<file path="src/rtl/rx_sync_ctrl.sv">
// ============================================================================
// rx_sync_ctrl
// ----------------------------------------------------------------------------
// Word-synchronisation and link-quality controller for an 8b/10b receiver.
// It consumes per-symbol status flags from a 10b decoder. It acquires sync
// after COMMA_N good commas and tolerates isolated errors through a small
// error-level hysteresis. It also feeds the running disparity back to the
// decoder and keeps saturating error and loss-of-sync statistics.
//
// Ports
//   clk        in   rising-edge clock
//   reset_n    in   asynchronous active-low reset
//   sym_vld    in   one-cycle strobe, qualifies the status inputs below
//   code_err   in   symbol is not a valid 10b code
//   disp_err   in   symbol arrived with the wrong running disparity
//   comma      in   symbol is K28.1 / K28.5 / K28.7
//   rdisp_nxt  in   decoder's running disparity after this symbol
//   clr_cnt    in   synchronous clear of err_cnt and los_cnt
//   rdisp      out  running disparity back to the decoder
//   sync_ok    out  link word-synchronised (state SYNC or SERR)
//   sym_ok     out  strobe: previous symbol good and received in sync
//   err_cnt    out  saturating count of bad symbols received in sync
//   los_cnt    out  saturating count of sync -> loss-of-sync transitions
//   state      out  encoded FSM state (LOS=0, CD=1, SYNC=2, SERR=3)
// ============================================================================
module rx_sync_ctrl #(
    parameter int ERR_W    = 16,
    parameter int GOOD_RUN = 4,
    parameter int COMMA_N  = 3
) (
    input  logic             clk,
    input  logic             reset_n,
    input  logic             sym_vld,
    input  logic             code_err,
    input  logic             disp_err,
    input  logic             comma,
    input  logic             rdisp_nxt,
    input  logic             clr_cnt,
    output logic             rdisp,
    output logic             sync_ok,
    output logic             sym_ok,
    output logic [ERR_W-1:0] err_cnt,
    output logic [7:0]       los_cnt,
    output logic [2:0]       state
);

    typedef enum logic [2:0] {
        LOS  = 3'd0,
        CD   = 3'd1,
        SYNC = 3'd2,
        SERR = 3'd3
    } state_t;

    localparam int CC_W = $clog2(COMMA_N + 1);
    localparam int GR_W = $clog2(GOOD_RUN + 1);

    state_t          st;
    logic [CC_W-1:0] comma_cnt;
    logic [1:0]      err_lvl;
    logic [GR_W-1:0] good_cnt;

    logic            sym_good;
    logic            sym_bad;
    logic            err_evt;
    logic            los_evt;
    logic [CC_W-1:0] cc_inc;
    logic [GR_W-1:0] gc_inc;

    function automatic logic [ERR_W-1:0] sat_inc_err(input logic [ERR_W-1:0] v);
        return (&v) ? v : v + ERR_W'(1);
    endfunction

    function automatic logic [7:0] sat_inc_los(input logic [7:0] v);
        return (&v) ? v : v + 8'd1;
    endfunction

    assign sym_good = sym_vld & ~code_err & ~disp_err;
    assign sym_bad  = sym_vld & (code_err | disp_err);
    // sync_ok mirrors the registered state, so it qualifies "received in sync".
    assign err_evt  = sym_bad & sync_ok;
    assign los_evt  = sym_bad & (st == SERR) & (err_lvl == 2'd3);
    assign cc_inc   = comma_cnt + CC_W'(1);
    assign gc_inc   = good_cnt + GR_W'(1);
    assign state    = st;

    // ---- Synchronisation FSM, sync_ok registered alongside the state ----
    always_ff @(posedge clk or negedge reset_n) begin
        if (!reset_n) begin
            st        <= LOS;
            comma_cnt <= '0;
            err_lvl   <= '0;
            good_cnt  <= '0;
            sync_ok   <= 1'b0;
        end else if (sym_vld) begin
            case (st)
                LOS: begin
                    if (sym_good && comma) begin
                        if (COMMA_N <= 1) begin
                            st      <= SYNC;
                            sync_ok <= 1'b1;
                        end else begin
                            st        <= CD;
                            comma_cnt <= CC_W'(1);
                        end
                    end
                end
                CD: begin
                    if (sym_bad) begin
                        st        <= LOS;
                        comma_cnt <= '0;
                    end else if (comma) begin
                        if (cc_inc == CC_W'(COMMA_N)) begin
                            st        <= SYNC;
                            sync_ok   <= 1'b1;
                            comma_cnt <= '0;
                        end else begin
                            comma_cnt <= cc_inc;
                        end
                    end
                end
                SYNC: begin
                    if (sym_bad) begin
                        st       <= SERR;
                        err_lvl  <= 2'd1;
                        good_cnt <= '0;
                    end
                end
                SERR: begin
                    if (sym_bad) begin
                        good_cnt <= '0;
                        if (err_lvl == 2'd3) begin
                            st      <= LOS;
                            err_lvl <= '0;
                            sync_ok <= 1'b0;
                        end else begin
                            err_lvl <= err_lvl + 2'd1;
                        end
                    end else if (gc_inc == GR_W'(GOOD_RUN)) begin
                        // A full run of good symbols forgives one error level.
                        good_cnt <= '0;
                        err_lvl  <= err_lvl - 2'd1;
                        if (err_lvl == 2'd1) begin
                            st <= SYNC;
                        end
                    end else begin
                        good_cnt <= gc_inc;
                    end
                end
                default: begin
                    st        <= LOS;
                    comma_cnt <= '0;
                    err_lvl   <= '0;
                    good_cnt  <= '0;
                    sync_ok   <= 1'b0;
                end
            endcase
        end
    end

    // ---- Disparity feedback, symbol strobe and statistics counters ----
    always_ff @(posedge clk or negedge reset_n) begin
        if (!reset_n) begin
            rdisp   <= 1'b0;
            sym_ok  <= 1'b0;
            err_cnt <= '0;
            los_cnt <= '0;
        end else begin
            sym_ok <= sym_good & sync_ok;

            // A disparity error still carries a valid code, so it resyncs rdisp.
            if (sym_vld && !code_err) begin
                rdisp <= rdisp_nxt;
            end

            // Clear first, then count a coincident event.
            if (clr_cnt) begin
                err_cnt <= err_evt ? ERR_W'(1) : '0;
            end else if (err_evt) begin
                err_cnt <= sat_inc_err(err_cnt);
            end

            if (clr_cnt) begin
                los_cnt <= los_evt ? 8'd1 : 8'd0;
            end else if (los_evt) begin
                los_cnt <= sat_inc_los(los_cnt);
            end
        end
    end

endmodule

</file>
<file path="config.mk">
export PLATFORM = sky130hd
export DESIGN_NAME = rx_sync_ctrl
export DESIGN_NICKNAME = d
export VERILOG_FILES = /design/src/rtl/rx_sync_ctrl.sv
export SDC_FILE = /design/constraint.sdc
export NUM_CORES = 1
export LEC_CHECK = 0
export BUFFER_PORTS_ARGS = -buffer_cell sky130_fd_sc_hd__buf_2
export CORE_ASPECT_RATIO = 1.1
export CORE_MARGIN = 1
export CORE_UTILIZATION = 35
export CTS_CLUSTER_SIZE = 28
export DETAILED_ROUTE_END_ITERATION = 7
export SLEW_MARGIN = 20
export SYNTH_ARGS = -nofsm -noshare
export SYNTH_HDL_FRONTEND = slang
export SYNTH_SLANG_ARGS = --single-unit
</file>
<file path="constraint.sdc">
create_clock -name clk -period 2.2 [get_ports clk]
set_input_delay 0.33 -clock clk [delete_from_list [all_inputs] [get_ports clk]]
set_output_delay 0.33 -clock clk [all_outputs]
set_load 0.005 [all_outputs]
</file>
* After elaboration in Yosys (flattened, before gate mapping)
Index checks and enable logic that the tools add are counted.
** Operators by class
- Eq/ne operators :: 21
- Multiplexer cells :: 38
- Add/sub/neg operators :: 6
- Reductions and logical operators :: 18
- Bitwise gates (word level) :: 13
** Operator list (number)
- $mux W16 :: 3
- $mux W3 :: 12
- $mux W8 :: 3
- $add A16 B1 Y16 const B :: 1
- $mux W2 :: 8
- $ne A2 B2 Y1 const B :: 8
- $reduce_and A16 Y1 :: 1
- $reduce_and A8 Y1 :: 2
- $pmux W2 S3 :: 2
- $pmux W3 S4 :: 1
- $ne A3 B2 Y1 const B :: 3
- $pmux W3 S3 :: 1
- $add A8 B1 Y8 const B :: 1
- $reduce_and A4 Y1 :: 2
- $and A1 B1 Y1 :: 7
- $mux W1 :: 7
- $reduce_and A7 Y1 :: 1
- $eq A3 B2 Y1 const B :: 2
- $ne A3 B3 Y1 const B :: 2
- $reduce_or A2 Y1 :: 3
- $not A1 Y1 :: 5
- $add A2 B1 Y2 const B :: 2
- $eq A2 B2 Y1 const B :: 2
- $reduce_and A2 Y1 :: 2
- other kinds (13) :: 15
** Word-level totals
- Register bits :: 37
- Output and inout port bits :: 30
- Input port bits :: 8

* Logic depth before layout (Yosys ltp)
Gate-level depths: netlist of the first run.
- Depth in word-level cells :: 6
- Mapped depth :: 6

* Least setup slack after synthesis of the first run
OpenSTA, ideal clock, no wires.
- Path type :: register to register
- From :: register err_lvl[0]
- To :: register los_cnt[5]
- Period minus slack after synthesis :: 1.804 ns
- Library setup time :: 0.125 ns
- Required time :: 2.075 ns
- Data arrival time :: 1.679 ns
- Cell stages (with the launch flop) :: 7
- Path slack :: 0.396 ns
- Path through :: dfrtp_1 ha_1 nand3_1 or2_4 buf_6 nor4_1 mux2_2
** Between the ends
- Word-level cells in the longest chain between the ends :: 4
** Ends and longest elaborated chain
- start: declaration :: line 59 : logic [1:0] err_lvl;
- start signal: assignment :: line 136 : err_lvl <= err_lvl + 2'd1;
- start signal: assignment :: line 141 : err_lvl <= err_lvl - 2'd1;
- $eq A2 B2 Y1 :: line 81 : assign los_evt = sym_bad & (st == SERR) & (err_lvl == 2'd3);
- $and A1 B1 Y1 :: line 81
- $reduce_bool A2 Y1 (no line)
- $reduce_and A2 Y1 (no line)
- end signal: assignment :: line 183 : los_cnt <= los_evt ? 8'd1 : 8'd0;
- end signal: assignment :: line 185 : los_cnt <= sat_inc_los(los_cnt);
- end: declaration :: line 43 : output logic [7:0] los_cnt,
Every way passes these cells.
A chain may end at the register's enable or synchronous reset.

* Worst setup path after layout of the first run
- From :: register err_cnt[6]
- To :: register err_cnt[13]
** Between the ends
- Word-level cells in the longest chain between the ends :: 4
** Ends and longest elaborated chain
- start: declaration :: line 42 : output logic [ERR_W-1:0] err_cnt,
- start signal: assignment :: line 177 : err_cnt <= err_evt ? ERR_W'(1) : '0;
- start signal: assignment :: line 179 : err_cnt <= sat_inc_err(err_cnt);
- $add A16 B1 Y16 :: line 70 : return (&v) ? v : v + ERR_W'(1);
- $mux W16 :: line 70
- $mux W16 :: line 178 : end else if (err_evt) begin
- $mux W16 :: line 176 : if (clr_cnt) begin
Parallel ways exist; a longest one is shown, timed or not. The select of a mux whose other input is x is not followed.

==> results of run 1 <==
sequential cells by signal, summed over array words and instances, names as in the netlist, named ones only:
| name | cells |
|---|---|
| good_cnt | 3 |
| comma_cnt | 2 |
| sync_ok | 1 |
| sym_ok | 1 |
| err_cnt | 16 |
| err_lvl | 2 |
| los_cnt | 8 |
| rdisp | 1 |
| state | 1 |
power groups by stage:
stage	Sequential (mW)	Combinational [mW]	Clock, mW
final	0.832	0.516	0.501
after global routing	0.850	0.587	0.551
after CTS	0.832	0.520	0.517
after detailed placement	0.842	0.518	0
after global placement	0.840	0.515	0
after floorplan	0.832	0.391	0
per-stage QoR:
stage / cell area [um^2] / power, mW / setup slack (ns) / utilization, % / hold WS [ns]
floorplan: 2178 / 1.223 / 0.3965 / - / 0.03441
global route: 2487 / 1.988 / 0.1170 / 42.32 / 0.2071
global placement: 2397 / 1.355 / 0.3842 / 40.78 / 0.4853
detailed placement: 2397 / 1.360 / 0.3434 / 40.78 / 0.4893
CTS: 2487 / 1.869 / 0.3156 / 42.32 / 0.1696
finish: 2487 / 1.849 / 0.3058 / 42.32 / 0.1270
how the worst max path moves through the flow:
stage               cells past startpoint          end        from
finish                                  4  err_cnt[13]  err_cnt[6]
floorplan                               6   los_cnt[5]  err_lvl[0]
global route                            4  err_cnt[13]  err_cnt[6]
global placement                        5   los_cnt[5]  err_lvl[0]
detailed placement                      5   los_cnt[5]  err_lvl[0]
CTS                                     5   los_cnt[5]  err_lvl[0]
logic make-up after synthesis:
group                      Yosys count  share of synthesized area (%)
AOI/OAI and AO/OA                   60                          18.50
buffers and inverters               25                          6.432
DFF                                 36                          41.36
adders and majority gates            7                          4.020
and+or+nand+nor                     87                          21.60
xor gates and xnor gates             1                         0.4021
muxes                               15                          7.525
other                                1                         0.1721
cell usage after synthesis, types with 4 or more instances:
| master | count |
|---|---|
| mux2i_1 | 4 |
| ha_1 | 7 |
| nand4_1 | 8 |
| o21ai_0 | 9 |
| nand2_1 | 16 |
| nor2b_1 | 8 |
| mux2_2 | 11 |
| o31ai_1 | 9 |
| a21oi_1 | 20 |
| nand3_1 | 10 |
| nand2b_1 | 4 |
| or4_1 | 5 |
| nor2_1 | 17 |
| clkbuf_1 | 4 |
| inv_1 | 12 |
| dfrtp_1 | 36 |
layer usage:
layer	vias to the layer above	GRT usage (%)	wire [um]
li1	920	-	-
met1	880	22.15	2327
met2	43	24.38	2163
met3	4	3.696	206
met4	0	6.175	66
met5	-	0	0
worst register-to-register path, stage by stage, from the launching register on:
cell     delay, ns
dfrtp_1       0.42
and4_1        0.39
nand4_1       0.28
nor4_1        0.33
mux2_2        0.36
cell type report:
type                    instances  share of cell area, %
multi-input cells             171                  45.72
flip-flops and latches         36                  36.22
repair buffers                 41                  8.753
well taps                      77                  3.873
clock buffers                   8                  3.622
inverters                      12                  1.811
==> out/results.ini, run 1 <==
[critical_path]
slowest_delay_ns = 0.42
crit_slowest_cell = dfrtp_1
start_kind = register
rr_startpoint = err_cnt[6]
reg2regPathDepth = 4
cp_data_arrival_time_ns = 2.07
crit_fanout = 9
end_kind = register
r2r-end = err_cnt[13]
crit_type = reg2reg
path_delay_family = simple AND/OR/NAND/NOR gates
r2r_slack_ns = 0.31
cp.required_ns = 2.37
crit_buf_inv = 0
crit_chain = and4_1 > nand4_1 > nor4_1 > mux2_2

[final_layout]
final_cells = 345
n_antenna_cell = 0
multi_input_area_um2 = 1137
seq_area_um2 = 900.9
fillers = 593
area_delta_synth_final_pct = 14.19
final_cell_mix = dfrtp_1 (36), buf_2 (36), a21oi_1 (20), nor2_1 (17), nand2_1 (16)
drive_above_1_share_pct = 24.25
fin_nets = 282

[place]
port_buffers = 36
gp_congestion = 0.8191
dp.cells = 337
hpwl_mm = 3.346

[timing]
final.period_utilization_pct = 86.10
max_freq_mhz = 527.9
hold_viol = 0
slew_headroom_pct = 44.76
drv_slew = 0
rsz0062_at_grt = false
worstMarginPinSlew_ns = 0.8285
fin_crit_ns = 1.894
finalSetupViolCount = 0
clock_skew_ns = 0.007548
tns_ns = 0

[clock_network]
clockRootBuffer = clkbuf_8
clk-insertion-delay-late_ns = 0.29
cts_resized = 0
cts_buffer_depth = 2
numCtsBuffers = 5
ctsHtreeMaxLevel = 2
cts.sinks = 36
clk_pin_slew_worst_paths_ns = 0.08
post_cts_buffers = 0
cts_tree = built
hold_buffers = 0

[synthesis]
synth_nets = 247
yosys.area.top_type = dfrtp_1
synth_top_flop_cell = dfrtp_1
synth_top_area_share_pct = 41.36
post_synth_num_cell_types = 47
synth_warnings = 0
synthArstFlopShare_pct = 100.0
syn_inst = 232
synth_edf_count = 0
seq_area_frac_synth_pct = 41.36
syn_area_per_cell_um2 = 9.389
ys_ff_latch = 36
synth_area_um2 = 2178
synth.top_cells.by_area = dfrtp_1 (41%), mux2_2 (5.7%), a21oi_1 (4.6%)

[routing]
drc_errors = 0
ant_nets = 0
num_vias = 1847
dr.first_iter.drc_count = 76
routed_wl_mm = 4.762
avgViaCountPerCell = 5.354
wire_per_inst_um = 13.80
drtPass1Iterations = 4

[status]
status = finished clean

[power_and_ir_drop]
power.share.combinational_pct = 27.9
ir_drop_uv = 283.3
p_clk_share_pct = 27.1
p_leak_nw = 1.124
power.internal_mw = 1.242
pwr-share-seq_pct = 45.0
switching_share_pct = 32.82
p_per_area_nw_per_um2 = 743.5
power_switching_mw = 0.6069

[floorplanning]
die_width_um = 77.22
io_pins = 38
die_area_um2 = 6544
rows = 29
start_util_pct = 37.06
die_y_um = 84.74
core_area_um2 = 5878

[global_route]
grt_max_degree = 37
antenna_found_initial = 0
grt-ovfl-total = 0
grt_pass1_vias = 1708
grt_pass1_wl_mm = 8.335
grtUsageTotal_pct = 16.08

[min_path]
hold_path.class = in2async

[flow_run]
cap_violations = 0

Note: power is estimated with default switching activity, not from simulation.
==> run 2: changes to the inputs <==
- CELL_PAD_IN_SITES_DETAIL_PLACEMENT: unset -> 0
- CELL_PAD_IN_SITES_GLOBAL_PLACEMENT: unset -> 1
- PLACE_DENSITY_LB_ADDON: unset -> 0.1
==> run 2 against run 1 <==
Hold slack improved by 0.14 ns; cell count is 0.58% higher; combinational power down 3%; global-route usage grew 0.44 points; routed wire length up 2.5%; non-clock buffer count grew 3; via count is 0.27% higher; highest routed layer unchanged; clock power decreased by 9.0%; core utilization grew 0.21 points; critical path depth increased by 1; flip-flop and latch count stayed put; clock skew about the same.
==> out/results.ini, run 2 (same netlist as run 1, synthesis figures left out) <==
[status]
status = finished clean

[critical_path]
cp.required_ns = 2.37
start_kind = register
crit_type = reg2reg
crit_chain = ha_1 > nand3_1 > or2_4 > nor4_1 > mux2_2
cp_data_arrival_time_ns = 2.06
slowest_delay_ns = 0.41
crit_slowest_cell = dfrtp_1
crit_fanout = 12
end_kind = register

[clock_network]
numCtsBuffers = 5
post_cts_buffers = 0
cts.sinks = 36
clk-insertion-delay-late_ns = 0.29
ctsHtreeMaxLevel = 2
clockRootBuffer = clkbuf_8
clk_pin_slew_worst_paths_ns = 0.08
cts_tree = built
cts_buffer_depth = 2

[routing]
wire_per_inst_um = 14.07
drc_errors = 0
ant_nets = 0
routed_wl_mm = 4.883
avgViaCountPerCell = 5.337
drtPass1Iterations = 4
dr.first_iter.drc_count = 105
num_vias = 1852

[timing]
rsz0062_at_grt = false
clock_skew_ns = 0.007500
final.period_utilization_pct = 85.85
max_freq_mhz = 529.5
finalSetupViolCount = 0
slew_headroom_pct = 58.48
hold_viol = 0
worstMarginPinSlew_ns = 0.6228
fin_crit_ns = 1.889
drv_slew = 0
tns_ns = 0

[floorplanning]
die_area_um2 = 6544
die_width_um = 77.22
die_y_um = 84.74
start_util_pct = 37.06
io_pins = 38
core_area_um2 = 5878
rows = 29

[min_path]
hold_path.class = in2reg

[power_and_ir_drop]
p_per_area_nw_per_um2 = 718.9
p_leak_nw = 1.132
ir_drop_uv = 340.7
finalPower_mw = 1.797

[final_layout]
fin_area_um2 = 2500
n_antenna_cell = 0
fin_nets = 285
largest_register_ffs = 16
largest_register = err_cnt
area_delta_synth_final_pct = 14.76
drive_above_1_share_pct = 24.81
reg_top3 = err_cnt x16, los_cnt x8, good_cnt x3
final_cell_mix = dfrtp_1 (36), buf_2 (36), a21oi_1 (20), nor2_1 (17), nand2_1 (16)

[place]
port_buffers = 36
hpwl_mm = 3.538
dpl_cell_area_um2 = 2412
gp_congestion = 0.7486

[global_route]
grt-ovfl-total = 0
grt_pass1_wl_mm = 8.549
grtUsageTotal_pct = 16.53
antenna_found_initial = 0
grt_pass1_vias = 1717
grt_max_degree = 36

[flow_run]
cap_violations = 0

run 2: timing repair:
action | 4_1_cts | 5_1_grt
hold buffers | 1 | 0
hold endpoints to repair | 12 | 0
gates resized for setup | 0 | 0
run 2: worst max-delay path: cells and delay by family, from the launching register on:
| kind | cells | cell delay, ns |
|---|---|---|
| fa+ha+maj | 1 | 0.23 |
| flops | 1 | 0.41 |
| mux | 1 | 0.37 |
| simple gates | 3 | 0.77 |
run 2: worst paths after layout:
check	from	cells past startpoint	slack, ns	to
setup / recovery	err_lvl[0]	5	0.31	los_cnt[5]
min in group asynchronous	reset_n	2	0.46	good_cnt[2]
hold reg to reg	rdisp	1	0.51	rdisp
hold / removal	rdisp_nxt	2	0.27	rdisp
setup reg to reg	err_lvl[0]	5	0.31	los_cnt[5]
max in group asynchronous	reset_n	3	1.22	err_cnt[2]
run 2: layout make-up:
| cell class | instances | area, um^2 |
|---|---|---|
| fillers | 623 | 3378 |
| multi-input cells | 171 | 1137 |
| flip-flops and latches | 36 | 900.9 |
| repair buffers | 44 | 242.7 |
| well taps | 77 | 96.34 |
| clock buffers | 6 | 72.57 |
| inverters | 12 | 45.04 |
| clock inverters | 1 | 5.005 |
run 2: per-layer routing:
metal | track usage [%] | routed length [um]
met4 | 5.146 | 40
met5 | 0 | 0
met3 | 4.457 | 225
met2 | 24.70 | 2207
met1 | 23.13 | 2410
run 2: per-stage QoR:
stage          std cells  hold slack [ns]  utilization [%]  worst slack [ns]
6_report             347           0.2665            42.53            0.3113
4_1_cts              347           0.2597            42.53            0.3006
2_1_floorplan        232          0.03441                -            0.3965
3_5_place_dp         339           0.2544            41.04            0.3324
3_3_place_gp         339           0.2563            41.04            0.3479
5_1_grt              347           0.2570            42.53            0.1625
run 2: where the power goes:
part           total, mW  internal [mW]  switching (mW)
clock network      0.456          0.216           0.240
logic              0.502          0.234           0.268
registers          0.840          0.752          0.0878
==> run 3: changes to the inputs <==
- SETUP_SLACK_MARGIN: unset -> 0.4
- clock period: 2.2 -> 2.3 ns (I/O delays scaled with it)
==> run 3 against run 2 <==
Core utilization grew 0.60 points; combinational power is 2% higher; first-iteration DRC count decreased by 43%; flip-flop and latch count stayed put; critical endpoint is now err_cnt[13].
==> out/results.ini, run 3 (same netlist as run 1, synthesis figures left out) <==
[final_layout]
largest_register_ffs = 16
area_delta_synth_final_pct = 16.37
fillers = 635
multi_input_area_um2 = 1162
final_cells = 348
drive_above_1_share_pct = 26.57
fin_nets = 285
final_cell_mix = dfrtp_1 (36), buf_2 (36), a21oi_1 (20), nor2_1 (17), nand2_1 (16)
fin_area_um2 = 2535
reg_top3 = err_cnt x16, los_cnt x8, good_cnt x3
n_antenna_cell = 0
seq_area_um2 = 900.9
largest_register = err_cnt

[timing]
rsz0062_at_grt = false
drv_slew = 0
finalSetupViolCount = 0
max_freq_mhz = 555.6
hold_slack_ns = 0.1558
hold_viol = 0
slew_headroom_pct = 43.88
final.period_utilization_pct = 78.25
fin_crit_ns = 1.800
tns_ns = 0
worstMarginPinSlew_ns = 0.8417
setup_ws_ns = 0.5003
clock_skew_ns = 0.005105

[clock_network]
clk-insertion-delay-late_ns = 0.28
clockRootBuffer = clkbuf_8
cts.sinks = 36
ctsHtreeMaxLevel = 2
hold_buffers = 0
clk_pin_slew_worst_paths_ns = 0.07
numCtsBuffers = 5
cts_buffer_depth = 2
cts_tree = built

[place]
dp.cells = 336
dpl_cell_area_um2 = 2390
hpwl_mm = 3.456
port_buffers = 36
gp_congestion = 0.7447
pre_cts_slack_ns = 0.3781

[routing]
avgViaCountPerCell = 5.287
drc_errors = 0
num_vias = 1840
ant_nets = 0
drtPass1Iterations = 4
routed_wl_mm = 5.029
dr.first_iter.drc_count = 60
wire_per_inst_um = 14.45

[critical_path]
crit_fanout = 9
r2r_slack_ns = 0.50
cp_data_arrival_time_ns = 1.97
reg2regPathDepth = 4
cp.required_ns = 2.47
r2r-end = err_cnt[13]
end_kind = register
crit_type = reg2reg
cp-startpoint = err_cnt[6]
rr_startpoint = err_cnt[6]
cp-endpoint = err_cnt[13]
start_kind = register

[global_route]
grt_max_degree = 37
grtUsageTotal_pct = 16.14
grt_pass1_vias = 1727
grtUsageMet2_pct = 23.81
busiest_layer = met2
use_met3_pct = 4.130
grt_pass1_wl_mm = 8.466
antenna_found_initial = 0
grt-ovfl-total = 0
grt.met1_usage_pct = 22.93

[power_and_ir_drop]
p_leak_nw = 1.135
p_clk_share_pct = 26.7
ir_drop_uv = 291.0
pwr-share-seq_pct = 44.4
switching_share_pct = 32.52
power.internal_mw = 1.200
power_switching_mw = 0.5783
power.share.combinational_pct = 28.9
p_per_area_nw_per_um2 = 701.5

[floorplanning]
start_util_pct = 37.06
die_area_um2 = 6544
rows = 29
io_pins = 38
core_area_um2 = 5878
die_y_um = 84.74
die_width_um = 77.22

[flow_run]
cap_violations = 0

[status]
status = finished clean

[min_path]
hold_path.class = in2async

[run 3: how the worst min path moves through the flow]
| stage | to | slack (ns) | depth (start not counted) |
|---|---|---|---|
| global placement | rdisp | 0.49 | 1 |
| floorplan | async pin | 0.05 | 0 |
| CTS | los_cnt[5] | 0.20 | 1 |
| finish | los_cnt[1] | 0.16 | 1 |
| detailed placement | rdisp | 0.49 | 1 |
| global route | state[0] | 0.24 | 1 |
[run 3: worst max-delay path, stage by stage, from the launching register on]
cell and delay [ns]:
dfrtp_1 0.43, and4_2 0.37, nand4_1 0.25, nor4_2 0.29
mux2_2 0.36
[run 3: what timing repair did]
item,in CTS,in global routing
setup endpoints to repair,2,5
gates resized for setup,2,3
pin swaps,0,1
buffers inserted,0,4
[run 3: power by group through the flow]
stage                     sequential (mW)  combinational, mW  clock [mW]
final                               0.789              0.514       0.475
after global routing                0.802              0.572       0.523
after CTS                           0.792              0.499       0.499
after global placement              0.804              0.498           0
after detailed placement            0.804              0.495           0
after floorplan                     0.796              0.374           0
[run 3: layout make-up]
type	count	area share, %
Timing Repair Buffer	44	9.477
Clock buffer	8	3.554
Tap cell	77	3.801
Multi-Input combinational cell	171	45.85
Sequential cell	36	35.54
Inverter	12	1.777
[run 3: layer usage]
metal  share of wire [%]  wire length [um]  up-vias
met2                  43              2149       44
met3                 4.7               237        6
met5                   0                 0        -
met1                  51              2583      871
li1                    -                 -      919
met4                 1.2                59        0
[run 3: metrics by stage]
stage | power (mW) | util [%]
floorplan | 1.170 | -
global placement | 1.302 | 40.66
detailed placement | 1.300 | 40.66
CTS | 1.791 | 42.32
global route | 1.897 | 43.12
finish | 1.778 | 43.12
